File: config.mk
export PLATFORM = sky130hd
export DESIGN_NAME = multi_clock_divider_flat
export DESIGN_NICKNAME = d
export VERILOG_FILES = /design/src/rtl/multi_clock_divider_if.sv /design/src/rtl/multi_clock_divider.sv /design/src/flat_wrapper.sv
export SDC_FILE = /design/constraint.sdc
export NUM_CORES = 1
export LEC_CHECK = 0
export BUFFER_PORTS_ARGS = -buffer_cell sky130_fd_sc_hd__buf_2
export CAP_MARGIN = 15
export CORE_ASPECT_RATIO = 1.5
export CORE_UTILIZATION = 40
export DETAILED_ROUTE_END_ITERATION = 10
export MAX_ROUTING_LAYER = met4
export PLACE_DENSITY_LB_ADDON = 0.25
export SKIP_LAST_GASP = 1
export SYNTH_ARGS = -nofsm -noshare
export SYNTH_HDL_FRONTEND = slang
export SYNTH_SLANG_ARGS = --single-unit
File: constraint.sdc
create_clock -name sourceClock -period 4.95 [get_ports sourceClock]
set_input_delay 0.495 -clock sourceClock [delete_from_list [all_inputs] [get_ports sourceClock]]
set_output_delay 0.495 -clock sourceClock [all_outputs]
set_load 0.01 [all_outputs]
File: src/rtl/multi_clock_divider_if.sv
// Config write port of multi_clock_divider: valid/ready handshake carrying
// a target channel and a new division ratio.
interface multi_clock_divider_if #(
  parameter int unsigned NUM_CH  = 4,
  parameter int unsigned RATIO_W = 16
);
  localparam int unsigned CH_W = (NUM_CH > 1) ? $clog2(NUM_CH) : 1;

  logic               cfgValid;
  logic               cfgReady;
  logic [CH_W-1:0]    cfgChannel;
  logic [RATIO_W-1:0] cfgRatio;

  modport master (output cfgValid, output cfgChannel, output cfgRatio, input cfgReady);
  modport slave  (input cfgValid, input cfgChannel, input cfgRatio, output cfgReady);
endinterface

File: src/rtl/multi_clock_divider.sv
// NUM_CH runtime-programmable clock dividers with shadowed ratio updates.
// Define CLKDIV_SYNC_EN to add the syncRestart phase-alignment input.
module multi_clock_divider #(
  parameter int unsigned NUM_CH      = 4,
  parameter int unsigned RATIO_W     = 16,
  parameter int unsigned RESET_RATIO = 100
) (
  input  logic                 sourceClock,
  input  logic                 reset,
  input  logic [NUM_CH-1:0]    enable,
`ifdef CLKDIV_SYNC_EN
  input  logic                 syncRestart,
`endif
  multi_clock_divider_if.slave cfg,
  output logic [NUM_CH-1:0]    slowClock,
  output logic [NUM_CH-1:0]    tick,
  output logic [NUM_CH-1:0]    pending
);
  localparam int unsigned CH_W = (NUM_CH > 1) ? $clog2(NUM_CH) : 1;

  localparam logic [0:0] ST_IDLE = 1'b0;
  localparam logic [0:0] ST_RUN  = 1'b1;

  logic [0:0]         state_q   [NUM_CH];
  logic [0:0]         state_d   [NUM_CH];
  logic [RATIO_W-1:0] count_q   [NUM_CH];
  logic [RATIO_W-1:0] count_d   [NUM_CH];
  logic [RATIO_W-1:0] active_q  [NUM_CH];
  logic [RATIO_W-1:0] active_d  [NUM_CH];
  logic [RATIO_W-1:0] shadow_q  [NUM_CH];
  logic [RATIO_W-1:0] shadow_d  [NUM_CH];
  logic [NUM_CH-1:0]  slow_q, slow_d;
  logic [NUM_CH-1:0]  tick_q, tick_d;
  logic [NUM_CH-1:0]  pending_q, pending_d;

  logic               sync_w;
  logic               ready_w;
  logic               acc;
  logic               wrap;
  logic [RATIO_W-1:0] next_r;
  logic [RATIO_W-1:0] cnt_inc;
  logic [RATIO_W:0]   hi;

`ifdef CLKDIV_SYNC_EN
  assign sync_w = syncRestart;
`else
  assign sync_w = 1'b0;
`endif

  // Out-of-range channels match no index and stay ready, so their writes drop.
  always_comb begin
    ready_w = 1'b1;
    for (int unsigned c = 0; c < NUM_CH; c++) begin
      if (cfg.cfgChannel == CH_W'(c)) ready_w = ~pending_q[c];
    end
  end
  assign cfg.cfgReady = ready_w;

  always_comb begin
    acc     = 1'b0;
    wrap    = 1'b0;
    next_r  = '0;
    cnt_inc = '0;
    hi      = '0;
    for (int unsigned c = 0; c < NUM_CH; c++) begin
      state_d[c]   = state_q[c];
      count_d[c]   = count_q[c];
      active_d[c]  = active_q[c];
      shadow_d[c]  = shadow_q[c];
      slow_d[c]    = slow_q[c];
      tick_d[c]    = tick_q[c];
      pending_d[c] = pending_q[c];

      acc     = cfg.cfgValid && ready_w && (cfg.cfgChannel == CH_W'(c));
      wrap    = (count_q[c] == active_q[c] - RATIO_W'(1));
      next_r  = pending_q[c] ? shadow_q[c] : active_q[c];
      cnt_inc = count_q[c] + RATIO_W'(1);
      hi      = ({1'b0, active_q[c]} + (RATIO_W+1)'(1)) >> 1;

      if (sync_w && enable[c] && (active_q[c] != '0)) begin
        state_d[c] = ST_RUN;
        count_d[c] = '0;
        slow_d[c]  = 1'b1;
        tick_d[c]  = 1'b1;
        if (pending_q[c]) begin
          active_d[c]  = shadow_q[c];
          pending_d[c] = 1'b0;
        end
      end else if (state_q[c] == ST_IDLE) begin
        count_d[c] = '0;
        slow_d[c]  = 1'b0;
        tick_d[c]  = 1'b0;
        if (pending_q[c]) begin
          active_d[c]  = shadow_q[c];
          pending_d[c] = 1'b0;
        end
        // Start decision uses the ratio in force before this edge.
        if (enable[c] && (active_q[c] != '0)) begin
          state_d[c] = ST_RUN;
          slow_d[c]  = 1'b1;
          tick_d[c]  = 1'b1;
        end
      end else begin
        if (wrap && pending_q[c]) begin
          active_d[c]  = shadow_q[c];
          pending_d[c] = 1'b0;
        end
        if (!enable[c] || (active_q[c] == '0) || (wrap && (next_r == '0))) begin
          state_d[c] = ST_IDLE;
          count_d[c] = '0;
          slow_d[c]  = 1'b0;
          tick_d[c]  = 1'b0;
        end else if (wrap) begin
          count_d[c] = '0;
          slow_d[c]  = 1'b1;
          tick_d[c]  = 1'b1;
        end else begin
          count_d[c] = cnt_inc;
          slow_d[c]  = ({1'b0, cnt_inc} < hi);
          tick_d[c]  = 1'b0;
        end
      end

      // Accept only happens with pending clear, so it never collides with an apply.
      if (acc) begin
        shadow_d[c]  = cfg.cfgRatio;
        pending_d[c] = 1'b1;
      end
    end
  end

  always_ff @(posedge sourceClock or negedge reset) begin
    if (!reset) begin
      for (int unsigned c = 0; c < NUM_CH; c++) begin
        state_q[c]  <= ST_IDLE;
        count_q[c]  <= '0;
        active_q[c] <= RATIO_W'(RESET_RATIO);
        shadow_q[c] <= RATIO_W'(RESET_RATIO);
      end
      slow_q    <= '0;
      tick_q    <= '0;
      pending_q <= '0;
    end else begin
      for (int unsigned c = 0; c < NUM_CH; c++) begin
        state_q[c]  <= state_d[c];
        count_q[c]  <= count_d[c];
        active_q[c] <= active_d[c];
        shadow_q[c] <= shadow_d[c];
      end
      slow_q    <= slow_d;
      tick_q    <= tick_d;
      pending_q <= pending_d;
    end
  end

  assign slowClock = slow_q;
  assign tick      = tick_q;
  assign pending   = pending_q;
endmodule

File: src/flat_wrapper.sv
// flat-port wrapper written by rule: the top's interface ports become plain ports
module multi_clock_divider_flat 
#(
  parameter int unsigned NUM_CH      = 4,
  parameter int unsigned RATIO_W     = 16,
  parameter int unsigned RESET_RATIO = 100
)
  (sourceClock, reset, enable, slowClock, tick, pending, cfg_cfgValid, cfg_cfgChannel, cfg_cfgRatio, cfg_cfgReady);
  multi_clock_divider_if #(.NUM_CH(NUM_CH), .RATIO_W(RATIO_W)) cfg_i ();
  input  logic sourceClock;
  input  logic reset;
  input  logic [NUM_CH-1:0] enable;
  output logic [NUM_CH-1:0] slowClock;
  output logic [NUM_CH-1:0] tick;
  output logic [NUM_CH-1:0] pending;
  input wire logic [$bits(cfg_i.cfgValid)-1:0] cfg_cfgValid;
  input wire logic [$bits(cfg_i.cfgChannel)-1:0] cfg_cfgChannel;
  input wire logic [$bits(cfg_i.cfgRatio)-1:0] cfg_cfgRatio;
  output wire logic [$bits(cfg_i.cfgReady)-1:0] cfg_cfgReady;
  assign cfg_i.cfgValid = cfg_cfgValid;
  assign cfg_i.cfgChannel = cfg_cfgChannel;
  assign cfg_i.cfgRatio = cfg_cfgRatio;
  assign cfg_cfgReady = cfg_i.cfgReady;
  multi_clock_divider #(.NUM_CH(NUM_CH), .RATIO_W(RATIO_W), .RESET_RATIO(RESET_RATIO)) u_core (.sourceClock(sourceClock), .reset(reset), .enable(enable), .cfg(cfg_i), .slowClock(slowClock), .tick(tick), .pending(pending));
endmodule
==> results of run 1 <==
-- cell usage after synthesis, types with 15 or more instances --
| master | n | area, sq um |
|---|---|---|
| o211ai_1 | 35 | 263 |
| nand4_1 | 28 | 175 |
| nor2_1 | 66 | 248 |
| dfstp_2 | 24 | 631 |
| nand2_1 | 95 | 357 |
| or3_1 | 18 | 113 |
| xor2_1 | 84 | 736 |
| ha_1 | 72 | 901 |
| xnor2_1 | 101 | 885 |
| nand3_1 | 67 | 335 |
| nand2b_1 | 27 | 169 |
| a21oi_1 | 29 | 145 |
| dfrtp_1 | 184 | 4600 |
| nor2b_1 | 37 | 231 |
| inv_1 | 49 | 184 |
| clkbuf_1 | 80 | 300 |
| a21o_1 | 22 | 165 |
| mux2_2 | 77 | 867 |
| or4_1 | 15 | 113 |
| nor3b_1 | 23 | 173 |
| o21ai_0 | 36 | 180 |
| nor3_1 | 45 | 225 |
| o31ai_1 | 20 | 150 |
| nor4_1 | 30 | 188 |
| and3_1 | 35 | 219 |
| o311ai_0 | 18 | 158 |
-- power by group through the flow --
stage | registers (mW) | clock network [mW] | logic, mW
floorplan | 2.27 | 0 | 1.91
global placement | 2.75 | 0 | 1.90
detailed placement | 2.76 | 0 | 1.94
CTS | 2.73 | 1.79 | 1.95
global route | 2.82 | 1.86 | 2.18
finish | 2.74 | 1.74 | 1.93
-- final timing paths --
| check | from | endpoint | slack [ns] | depth (start not counted) |
|---|---|---|---|---|
| worst max-delay path | u_core.active_q[0] | u_core.active_q[12] | 1.17 | 9 |
| worst min-delay path | reset | u_core.count_q[44] | 0.02 | 1 |
| worst max register to register | u_core.active_q[0] | u_core.active_q[12] | 1.17 | 9 |
| worst min register to register | u_core.shadow_q[50] | u_core.active_q[50] | 0.50 | 2 |
| max in group asynchronous | reset | u_core.slowClock[3] | 3.91 | 2 |
| min in group sourceClock | cfg_cfgRatio[2] | u_core.shadow_q[50] | 0.25 | 3 |
-- through the flow --
step / hold slack [ns] / worst slack (ns) / instance area [sq um] / power [mW]
3_3_place_gp: 0.492 / 1.32 / 14400 / 4.65
6_report: 0.0167 / 1.17 / 15100 / 6.41
4_1_cts: 0.0620 / 1.19 / 15100 / 6.48
2_1_floorplan: 0.199 / 1.66 / 13900 / 4.18
3_5_place_dp: 0.495 / 1.22 / 14400 / 4.70
5_1_grt: 0.0868 / 0.840 / 15100 / 6.87
-- worst max-delay path, stage by stage (launching register included) --
cell and delay, ns:
dfrtp_1 0.47, inv_1 0.16, ha_1 0.20, nor3b_1 0.65
nand3_1 0.19, or4_1 0.44, mux2i_1 0.15, o2111ai_1 0.23
a21boi_2 0.76, mux2_2 0.42
-- area by class of cell --
| cell class | count | area [sq um] |
|---|---|---|
| antenna | 3 | 7.51 |
| clock buffer | 25 | 593 |
| clock inverter | 16 | 160 |
| fill | 3328 | 19200 |
| inverter | 50 | 188 |
| multi-input combinational | 1105 | 8110 |
| sequential | 208 | 5240 |
| tap | 425 | 532 |
| timing repair buffer | 48 | 290 |
-- sequential cells by signal, summed over array words and instances, names as in the netlist --
signal / cells
u_core.tick: 4
u_core.pending: 4
u_core.shadow_q: 64
u_core.slowClock: 4
u_core.active_q: 64
u_core.count_q: 64
u_core.state_q: 4
-- per-layer routing --
metal / vias to the layer above / track usage, %
li1: 5212 / -
met1: 5238 / 23.0
met2: 154 / 37.6
met3: 70 / 2.42
met4: 0 / 7.55
met5: - / -
-- logic make-up (layout without fill, tap and decap cells) --
| group | Yosys count | count (layout) | synth area share (%) |
|---|---|---|---|
| fa+ha+maj | 72 | 72 | 6.47 |
| buf+inv | 153 | 139 | 4.45 |
| mux | 82 | 82 | 6.67 |
| other cells | 0 | 3 | 0 |
| xor+xnor | 185 | 185 | 11.6 |
| simple gates | 533 | 533 | 21.1 |
| compound gates | 233 | 233 | 12.1 |
| flops | 208 | 208 | 37.6 |
==> summary.txt, run 1 <==
Routing
  – Vias per cell: 5.68
  – Top Metal Used: met4
  – WL/cell: 18.4 um
  – Met3 WL: 1010 um
  – DRT Pass-1 Iters: 5
  – Met2 Wirelength: 18200 um
  – Met1 WL: 14300 um
  – Routed Antenna Nets: 0
  – Detailed Route WL: 34600 um
  – DRC violation count after routing: 0
  – Routed via count: 10700
  – Initial DRC count: 440

Timing
  – RSZ-0062 raised after global routing: false
  – Fmax achieved: 0.264 GHz
  – Final TNS setup: 0 ns
  – Final Hold Vio Count: 0
  – Slew @ Worst Pin: 1.13 ns
  – Relative max-transition margin: 24.4%
  – Slew Limit Fails: 0
  – Final worst path period share: 76.5%
  – Crit path time final: 3.78 ns
  – Worst Skew: 0.0162 ns
  – Count of final setup violators: 0

Finish
  – Finished Layout Cells: 1880
  – Proportion of layout cells with a drive suffix above 1: 14.7%
  – Commonest non-fill, non-tap cell in the layout: dfrtp_1
  – Most frequent cells in the layout: 184 x dfrtp_1, 101 x xnor2_1, 95 x nand2_1, 84 x xor2_1, 77 x mux2_2
  – Final core utilization: 44.1%
  – Layout Area Growth over Synthesis: 8.51%
  – Final nets: 1533

Clock tree
  – Post-CTS setup buffer count: 0
  – Clk buf depth: 3
  – Worst-path clk slew: 0.06 ns
  – CTS Hold Bufs: 0
  – H-tree depth: 1
  – CTS Buf Count: 23
  – Root buf cell: clkbuf_16
  – Clock sink total: 208
  – CTS tree: done
  – Skew-Pair Late Insertion Delay: 0.54 ns
  – Post-CTS resize count: 0

Synth
  – Synthesis warning total: 0
  – Avg Cell Area, Syn: 9.50 sq um
  – Post-synthesis cell area: 13900 sq um
  – Most used DFF post-synth: dfrtp_1
  – Syn Inst Count: 1466
  – Number of flops mapped to enable cells by yosys: 0
  – Sequential share of the synthesized area: 37.6%
  – Synthesized flop and latch total: 208
  – Post-synth ARST share: 100%
  – Library cells used by synthesis: 75
  – Post-synth net total: 1563

Global routing
  – GRT overflow: 0
  – Initial antenna violation count: 3
  – First-pass GRT wire length: 57200 um
  – Vias in the first global route: 10900
  – Largest net degree at the start of global routing: 110
  – Total Routing Usage GR: 20.6%

Worst setup path
  – Setup CP Type: reg2reg
  – Data arrival, critical path: 4.20 ns
  – CP Max Fanout: 16
  – CP startpoint kind: flip-flop
  – Critical Path RT: 5.37 ns
  – Crit. End Element: flip-flop

Pwr
  – Sw Share: 37.4%
  – Max rail drop VDD: 0.314 mV
  – PwrDens: 424 nW/um^2
  – Reg power frac: 42.8%
  – Internal: 4.01 mW
  – LEAKAGE: 6.23 nW
  – Comb power frac: 30.0%
  – Clock Power Share: 27.2%
  – Psw: 2.40 mW

Die
  – # rows: 83
  – Starting density of the core: 40.6%
  – Core area: 34300 sq um
  – Io pins: 38
  – Die span in x: 154 um
  – Height of the die: 231 um
  – Total die area: 35600 sq um

Place
  – Placed cells: 1836
  – Final Wtd Congestion: 0.884
  – DP HPWL: 25500 um
  – Port Buffers: 37

Worst hold path
  – Hold Crit Class: in2async

Run
  – Max-cap viol count: 0

Outcome
  – Status: completed
(Power assumes the default switching activity.)
==> inputs of run 2 (changes only) <==
ABC_AREA = 1   (was default)
clock period = 3.8 ns   (was 4.95 ns; I/O delays follow)
==> run 2 against run 1 <==
  * Hold slack improved by 0.20 ns
  * Core utilization down 0.23 points
  * Via count rose by 41%
  * Final area rose by 17%
  * Sequential share of layout area shrank 5.1 points
  * Critical endpoint is now u_core.slowClock[3]
  * Largest cell class unchanged
  * Largest power group is now combinational cells
  * Highest routed layer unchanged
==> summary.txt, run 2 <==
Outcome
  – Status: completed

Clock tree
  – Worst-path clk slew: 0.07 ns (about the same)
  – Post-CTS setup buffer count: 0 (unchanged)
  – Skew-Pair Late Insertion Delay: 0.54 ns (about the same)
  – Root buf cell: clkbuf_16
  – CTS Buf Count: 24 (+4.3%)
  – Post-CTS resize count: 0 (unchanged)
  – CTS tree: done
  – Clock sink total: 208 (unchanged)
  – CTS Hold Bufs: 1 (+1)
  – Clk buf depth: 3 (unchanged)
  – H-tree depth: 1 (unchanged)

Place
  – DP HPWL: 35900 um (+41%)
  – Pre-CTS WS: 0.632 ns (-0.593 ns)
  – Port Buffers: 37 (unchanged)
  – Final Wtd Congestion: 0.980 (+11%)

Routing
  – WL/cell: 15.7 um (-15%)
  – Routed via count: 15100 (+41%)
  – DRT Pass-1 Iters: 7 (+2)
  – Vias per cell: 5.13 (-9.6%)
  – Initial DRC count: 943 (+110%)
  – Routed Antenna Nets: 0 (unchanged)
  – DRC violation count after routing: 0 (unchanged)
  – Detailed Route WL: 45900 um (+33%)

Synth
  – Post-synth net total: 2533 (+62%)
  – Synthesis warning total: 0 (unchanged)
  – Post-synth ARST share: 100% (unchanged)
  – Most used DFF post-synth: dfrtp_1
  – Synth area leaders: dfrtp_1 28%, nand2_1 16%, nand3_1 7.5%
  – Top-count cell post-synth: nand2_1
  – Synthesized flop and latch total: 208 (unchanged)
  – Post-synthesis cell area: 16500 sq um (+18%)
  – Number of flops mapped to enable cells by yosys: 0 (unchanged)
  – Library cells used by synthesis: 53 (-29%)
  – Yosys top cell by area: dfrtp_1
  – Avg Cell Area, Syn: 6.76 sq um (-29%)
  – Syn Inst Count: 2436 (+66%)
  – Top cell type's share of synthesized area: 27.9% (-5.1 points)
  – Sequential share of the synthesized area: 31.8% (-5.8 points)
  – Commonest cells post-synth: 687 x nand2_1, 287 x inv_1, 248 x nand3_1

Timing
  – RSZ-0062 raised after global routing: false
  – Slew Limit Fails: 0 (unchanged)
  – Worst Skew: 0.0141 ns (-0.00211 ns)
  – Final WS setup: 0.591 ns (-0.575 ns)
  – Final TNS setup: 0 ns (unchanged)
  – Count of final setup violators: 0 (unchanged)
  – Relative max-transition margin: 30.1% (+5.7 points)
  – Slew @ Worst Pin: 1.05 ns (-0.0873 ns)
  – Min Hold Slack: 0.212 ns (+0.195 ns)
  – Crit path time final: 3.21 ns (-0.575 ns)
  – Final worst path period share: 84.5% (+8.0 points)
  – Final Hold Vio Count: 0 (unchanged)
  – Fmax achieved: 0.312 GHz (+18%)

Finish
  – Filler cells: 4145 (+25%)
  – Commonest non-fill, non-tap cell in the layout: nand2_1
  – Top Registers: u_core.active_q (64), u_core.count_q (64), u_core.shadow_q (64)
  – Most frequent cells in the layout: 687 x nand2_1, 287 x inv_1, 248 x nand3_1, 219 x nor2_1, 184 x dfrtp_1
  – Proportion of layout cells with a drive suffix above 1: 8.62% (-6.1 points)
  – Final nets: 2505 (+63%)
  – Layout Area Growth over Synthesis: 7.65%

Worst setup path
  – CP Max Fanout: 6 (-10)
  – Reg2reg end: u_core.slowClock[3]
  – Data arrival, critical path: 3.63 ns (-0.57 ns)
  – Crit-path max cell delay: 0.42 ns (-0.34 ns)
  – Setup CP Type: reg2reg
  – CP delay by family, top: simple AND/OR/NAND/NOR gates
  – RR Startpoint: u_core.count_q[0]
  – Crit. End Element: flip-flop
  – Crit path depth: 19 (+10)
  – R2R setup slack: 0.59 ns (-0.57 ns)
  – CP Cell Sequence: ha_1, nand3_1, nor3_1, nand3_1, nor3_1, nand3_1, nor3_1, xor2_1, inv_1, ha_1, nand2_1, inv_1, nand3_1, nor3_1, o21ai_0, nand2_1, nand2_1, nor2_1, nor2_1
  – CP startpoint kind: flip-flop
  – Worst path buffer plus inverter count: 2 (+1)
  – Crit-path slowest cell: dfrtp_1
  – R2R cell count: 19 (+10)
  – Critical Path RT: 4.23 ns (-1.14 ns)

Worst hold path
  – Hold-critical path depth: 3
  – Hold Crit Class: in2reg
  – Hold path start: cfg_cfgRatio[2]
  – Hold EP: u_core.shadow_q[18]

Die
  – Die span in x: 168 um (+8.6%)
  – Core area: 40400 sq um (+18%)
  – Starting density of the core: 40.8% (+0.11 points)
  – Height of the die: 251 um (+8.7%)
  – Io pins: 38 (unchanged)
  – # rows: 90 (+8.4%)
  – Total die area: 42000 sq um (+18%)

Pwr
  – LEAKAGE: 9.17 nW (+47%)
  – Max rail drop VDD: 0.364 mV (+16%)
  – PwrDens: 776 nW/um^2 (+83%)

Global routing
  – Initial antenna violation count: 1 (-2)
  – Largest net degree at the start of global routing: 108 (-1.8%)
  – Total Routing Usage GR: 22.7% (+2.1 points)
  – Vias in the first global route: 14600 (+34%)
  – First-pass GRT wire length: 74700 um (+31%)
  – GRT overflow: 0 (unchanged)

Run
  – Max-cap viol count: 0 (unchanged)
[run 2: layer usage]
layer / part of all wire [%] / vias up / routed length, um / GRT usage (%)
met5: 0 / - / 0 / -
met4: 4.5 / 0 / 2060 / 10.4
met3: 3.3 / 115 / 1520 / 2.34
met2: 52 / 288 / 23700 / 40.8
met1: 41 / 6963 / 18700 / 25.2
li1: - / 7688 / - / -
[run 2: worst max-delay path by stage]
| stage | startpoint | end | slack (ns) |
|---|---|---|---|
| detailed placement | u_core.active_q[33] | u_core.slowClock[1] | 0.63 |
| global route | u_core.active_q[49] | u_core.slowClock[0] | 0.34 |
| CTS | u_core.active_q[33] | u_core.slowClock[1] | 0.59 |
| finish | u_core.count_q[0] | u_core.slowClock[3] | 0.59 |
| global placement | u_core.count_q[0] | u_core.slowClock[3] | 0.68 |
| floorplan | u_core.count_q[0] | u_core.slowClock[3] | 1.01 |
[run 2: logic make-up after synthesis]
| kind of cell | after synthesis | share of synthesized area (%) |
|---|---|---|
| adders and majority gates | 72 | 5.47 |
| DFF | 208 | 31.8 |
| AOI/OAI and AO/OA | 267 | 8.43 |
| buffers and inverters | 413 | 10.3 |
| and+or+nand+nor | 1335 | 36.4 |
| xor gates and xnor gates | 141 | 7.58 |
[run 2: report_power, final]
group	leakage (nW)	internal, mW	switching, mW	total, mW
clock	0.414	1.47	1.03	2.50
combinational	6.08	2.60	4.95	7.55
sequential	2.68	2.79	0.932	3.72
[run 2: tightest hold or removal path, delay by kind of cell]
| family | cells | cell delay [ns] |
|---|---|---|
| AO/OA/AOI/OAI | 1 | 0.12 |
| buffers and inverters | 2 | 0.25 |
[run 2: per-stage QoR]
step	instance area, sq um	cells	utilization (%)	power [mW]
6_report	17700	2933	43.9	13.8
5_1_grt	17700	2933	43.9	15.1
4_1_cts	17700	2932	43.9	13.9
3_5_place_dp	16900	2887	41.8	11.3
3_3_place_gp	16900	2887	41.8	11.2
2_1_floorplan	16500	2436	-	9.51
[run 2: layout make-up]
class	count	area, sq um	area share (%)
clock buffer	30	664	3.75
multi-input combinational	1815	9540	53.8
tap	506	633	3.57
inverter	305	1140	6.45
antenna	1	2.50	0.0141
sequential	208	5240	29.5
clock inverter	14	181	1.02
timing repair buffer	54	338	1.90
==> inputs of run 3 (changes only) <==
clock period = 2.7 ns   (was 3.8 ns; I/O delays follow)
==> run 3 against run 2 <==
  * The run now ends with setup timing left
  * Core utilization is 4.5 points higher
  * Final cell count grew 6.5%
  * Sequential power up 28%
  * Via count increased by 4.6%
  * Largest cell class unchanged
==> summary.txt, run 3 (synthesized netlist as in run 2, its figures left out) <==
Die
  – Total die area: 42000 sq um (unchanged)
  – # rows: 90 (unchanged)
  – Core area: 40400 sq um (unchanged)
  – Starting density of the core: 40.8% (unchanged)
  – Io pins: 38 (unchanged)
  – Height of the die: 251 um (unchanged)
  – Die span in x: 168 um (unchanged)

Routing
  – Initial DRC count: 862 (-8.6%)
  – Vias per cell: 5.04 (-1.8%)
  – Routed via count: 15700 (+4.6%)
  – WL/cell: 15.3 um (-2.3%)
  – DRC violation count after routing: 0 (unchanged)
  – Routed Antenna Nets: 0 (unchanged)
  – Detailed Route WL: 47800 um (+4.0%)
  – DRT Pass-1 Iters: 5 (-2)

Worst setup path
  – Critical Path RT: 3.13 ns (-1.10 ns)
  – Crit. End Element: flip-flop
  – Crit-path slowest cell: dfstp_2
  – CP Cell Sequence: nand3_2, nor2_1, nand2_1, nor2_1, nand2_1, nor3_2, nand2_1, nor2_2, nand2_1, xor2_1, ha_1, nand2_1, inv_1, nand3_2, nor3_2, o21ai_1, nand2_1, nand2_1, nor2_1, nor2_1
  – CP Max Fanout: 4 (-2)
  – Setup CP Type: reg2reg
  – Data arrival, critical path: 3.22 ns (-0.41 ns)
  – Crit path top cell by count: nand2_1
  – CP startpoint kind: flip-flop
  – Crit-path max cell delay: 0.57 ns (+0.15 ns)

Finish
  – Proportion of layout cells with a drive suffix above 1: 17.7% (+9.1 points)
  – Commonest non-fill, non-tap cell in the layout: nand2_1
  – Most frequent cells in the layout: 682 x nand2_1, 286 x inv_1, 235 x nand3_1, 201 x nor2_1, 199 x buf_4
  – N_diodes: 0 (-1)
  – Layout Area Growth over Synthesis: 18.6%
  – Top Registers: u_core.active_q (64), u_core.count_q (64), u_core.shadow_q (64)
  – Final nets: 2696 (+7.6%)

Outcome
  – Failing checks: setup timing
  – Status: finished, violations left

Clock tree
  – Root buf cell: clkbuf_16
  – H-tree depth: 1 (unchanged)
  – CTS tree: done
  – CTS Buf Count: 24 (unchanged)
  – Worst-path clk slew: 0.06 ns (about the same)
  – Skew-Pair Late Insertion Delay: 0.54 ns (about the same)
  – Clock sink total: 208 (unchanged)
  – Clk buf depth: 3 (unchanged)

Place
  – Final Wtd Congestion: 0.941 (-3.9%)
  – DP HPWL: 37400 um (+4.3%)
  – Port Buffers: 37 (unchanged)

Global routing
  – First-pass GRT wire length: 77600 um (+3.8%)
  – Initial antenna violation count: 0 (-1)
  – Largest net degree at the start of global routing: 61 (-44%)
  – Total Routing Usage GR: 23.6% (+0.83 points)
  – Vias in the first global route: 15400 (+5.6%)
  – GRT overflow: 0 (unchanged)

Worst hold path
  – Hold Crit Class: in2reg

Timing
  – RSZ-0062 raised after global routing: true
  – Relative max-transition margin: 53.7% (+24 points)
  – Final Hold Vio Count: 0 (unchanged)
  – Final TNS setup: -0.259 ns (-0.259 ns)
  – Final WS setup: -0.0963 ns (-0.687 ns)
  – Worst Skew: 0.0110 ns (-0.00306 ns)
  – Min Hold Slack: 0.105 ns (-0.107 ns)
  – Count of final setup violators: 3 (+3)
  – Fmax achieved: 0.358 GHz (+15%)
  – Final worst path period share: 104% (+19 points)
  – Slew Limit Fails: 0 (unchanged)
  – Slew @ Worst Pin: 0.694 ns (-0.351 ns)
  – Crit path time final: 2.80 ns (-0.413 ns)

Pwr
  – Max rail drop VDD: 0.497 mV (+37%)
  – LEAKAGE: 10.2 nW (+11%)
  – Total power: 20.3 mW (+48%)
  – PwrDens: 1040 nW/um^2 (+34%)

Run
  – Max-cap viol count: 0 (unchanged)
run 3: cell count changes in the layout (fill, tap and decap cells not counted), sizes merged, moves of 3 or more:
| cell | previous run | this run |
|---|---|---|
| buf | 53 | 243 |
| clkinv | 7 | 10 |
| clkinvlp | 1 | 5 |
| inv | 308 | 302 |
run 3: area by class of cell:
type	count	area, sq um
Timing Repair Buffer	244	1840
Sequential cell	208	5240
Clock buffer	30	674
Tap cell	506	633
Inverter	305	1140
Fill cell	4054	20900
Multi-Input combinational cell	1816	9880
Clock inverter	14	136
run 3: final timing paths:
kind                                      from             endpoint  slack (ns)  cells after the start
max reg2reg                u_core.active_q[34]  u_core.slowClock[1]        -0.1                     20
max                        u_core.active_q[34]  u_core.slowClock[1]        -0.1                     20
min in group asynchronous                reset   u_core.count_q[13]        0.26                      2
min reg2reg                u_core.shadow_q[17]  u_core.shadow_q[17]        0.49                      2
max in group asynchronous                reset   u_core.count_q[24]        1.62                      3
min                                  enable[1]    u_core.state_q[2]        0.11                      5
run 3: where the power goes:
group	internal [mW]	switching (mW)	leakage (nW)
clock network	1.97	1.40	0.389
logic	4.41	7.80	7.14
registers	3.93	0.846	2.68
run 3: what timing repair did:
action,4_1_cts,5_1_grt
pin swaps,16,28
resized for setup,25,50
hold buffers,1,0
gates cloned,0,1
endpoints found under the setup margin,20,102
endpoints found under the hold margin,46,0
setup buffers,10,17
run 3: metrics by stage:
| step | cell area [sq um] | utilization [%] | setup slack (ns) | std cells |
|---|---|---|---|---|
| 3_3_place_gp | 18200 | 45.0 | -0.269 | 3050 |
| 3_5_place_dp | 18200 | 45.0 | -0.329 | 3050 |
| 2_1_floorplan | 16500 | - | -0.0222 | 2436 |
| 5_1_grt | 19500 | 48.3 | -0.368 | 3123 |
| 4_1_cts | 19200 | 47.5 | -0.185 | 3105 |
| 6_report | 19500 | 48.3 | -0.0963 | 3123 |
run 3: worst max-delay path: cells and delay by family (launching register included):
family,cells,cell delay [ns]
flops,1,0.57
simple gates,16,1.56
buf+inv,1,0.06
xor+xnor,1,0.15
fa+ha+maj,1,0.28
compound gates,1,0.08
run 3: routing by layer:
layer / share of wire, % / GRT usage [%]
met1: 41 / 26.3
met2: 53 / 43.2
met3: 2.9 / 2.12
met4: 3.5 / 8.70
met5: 0 / -
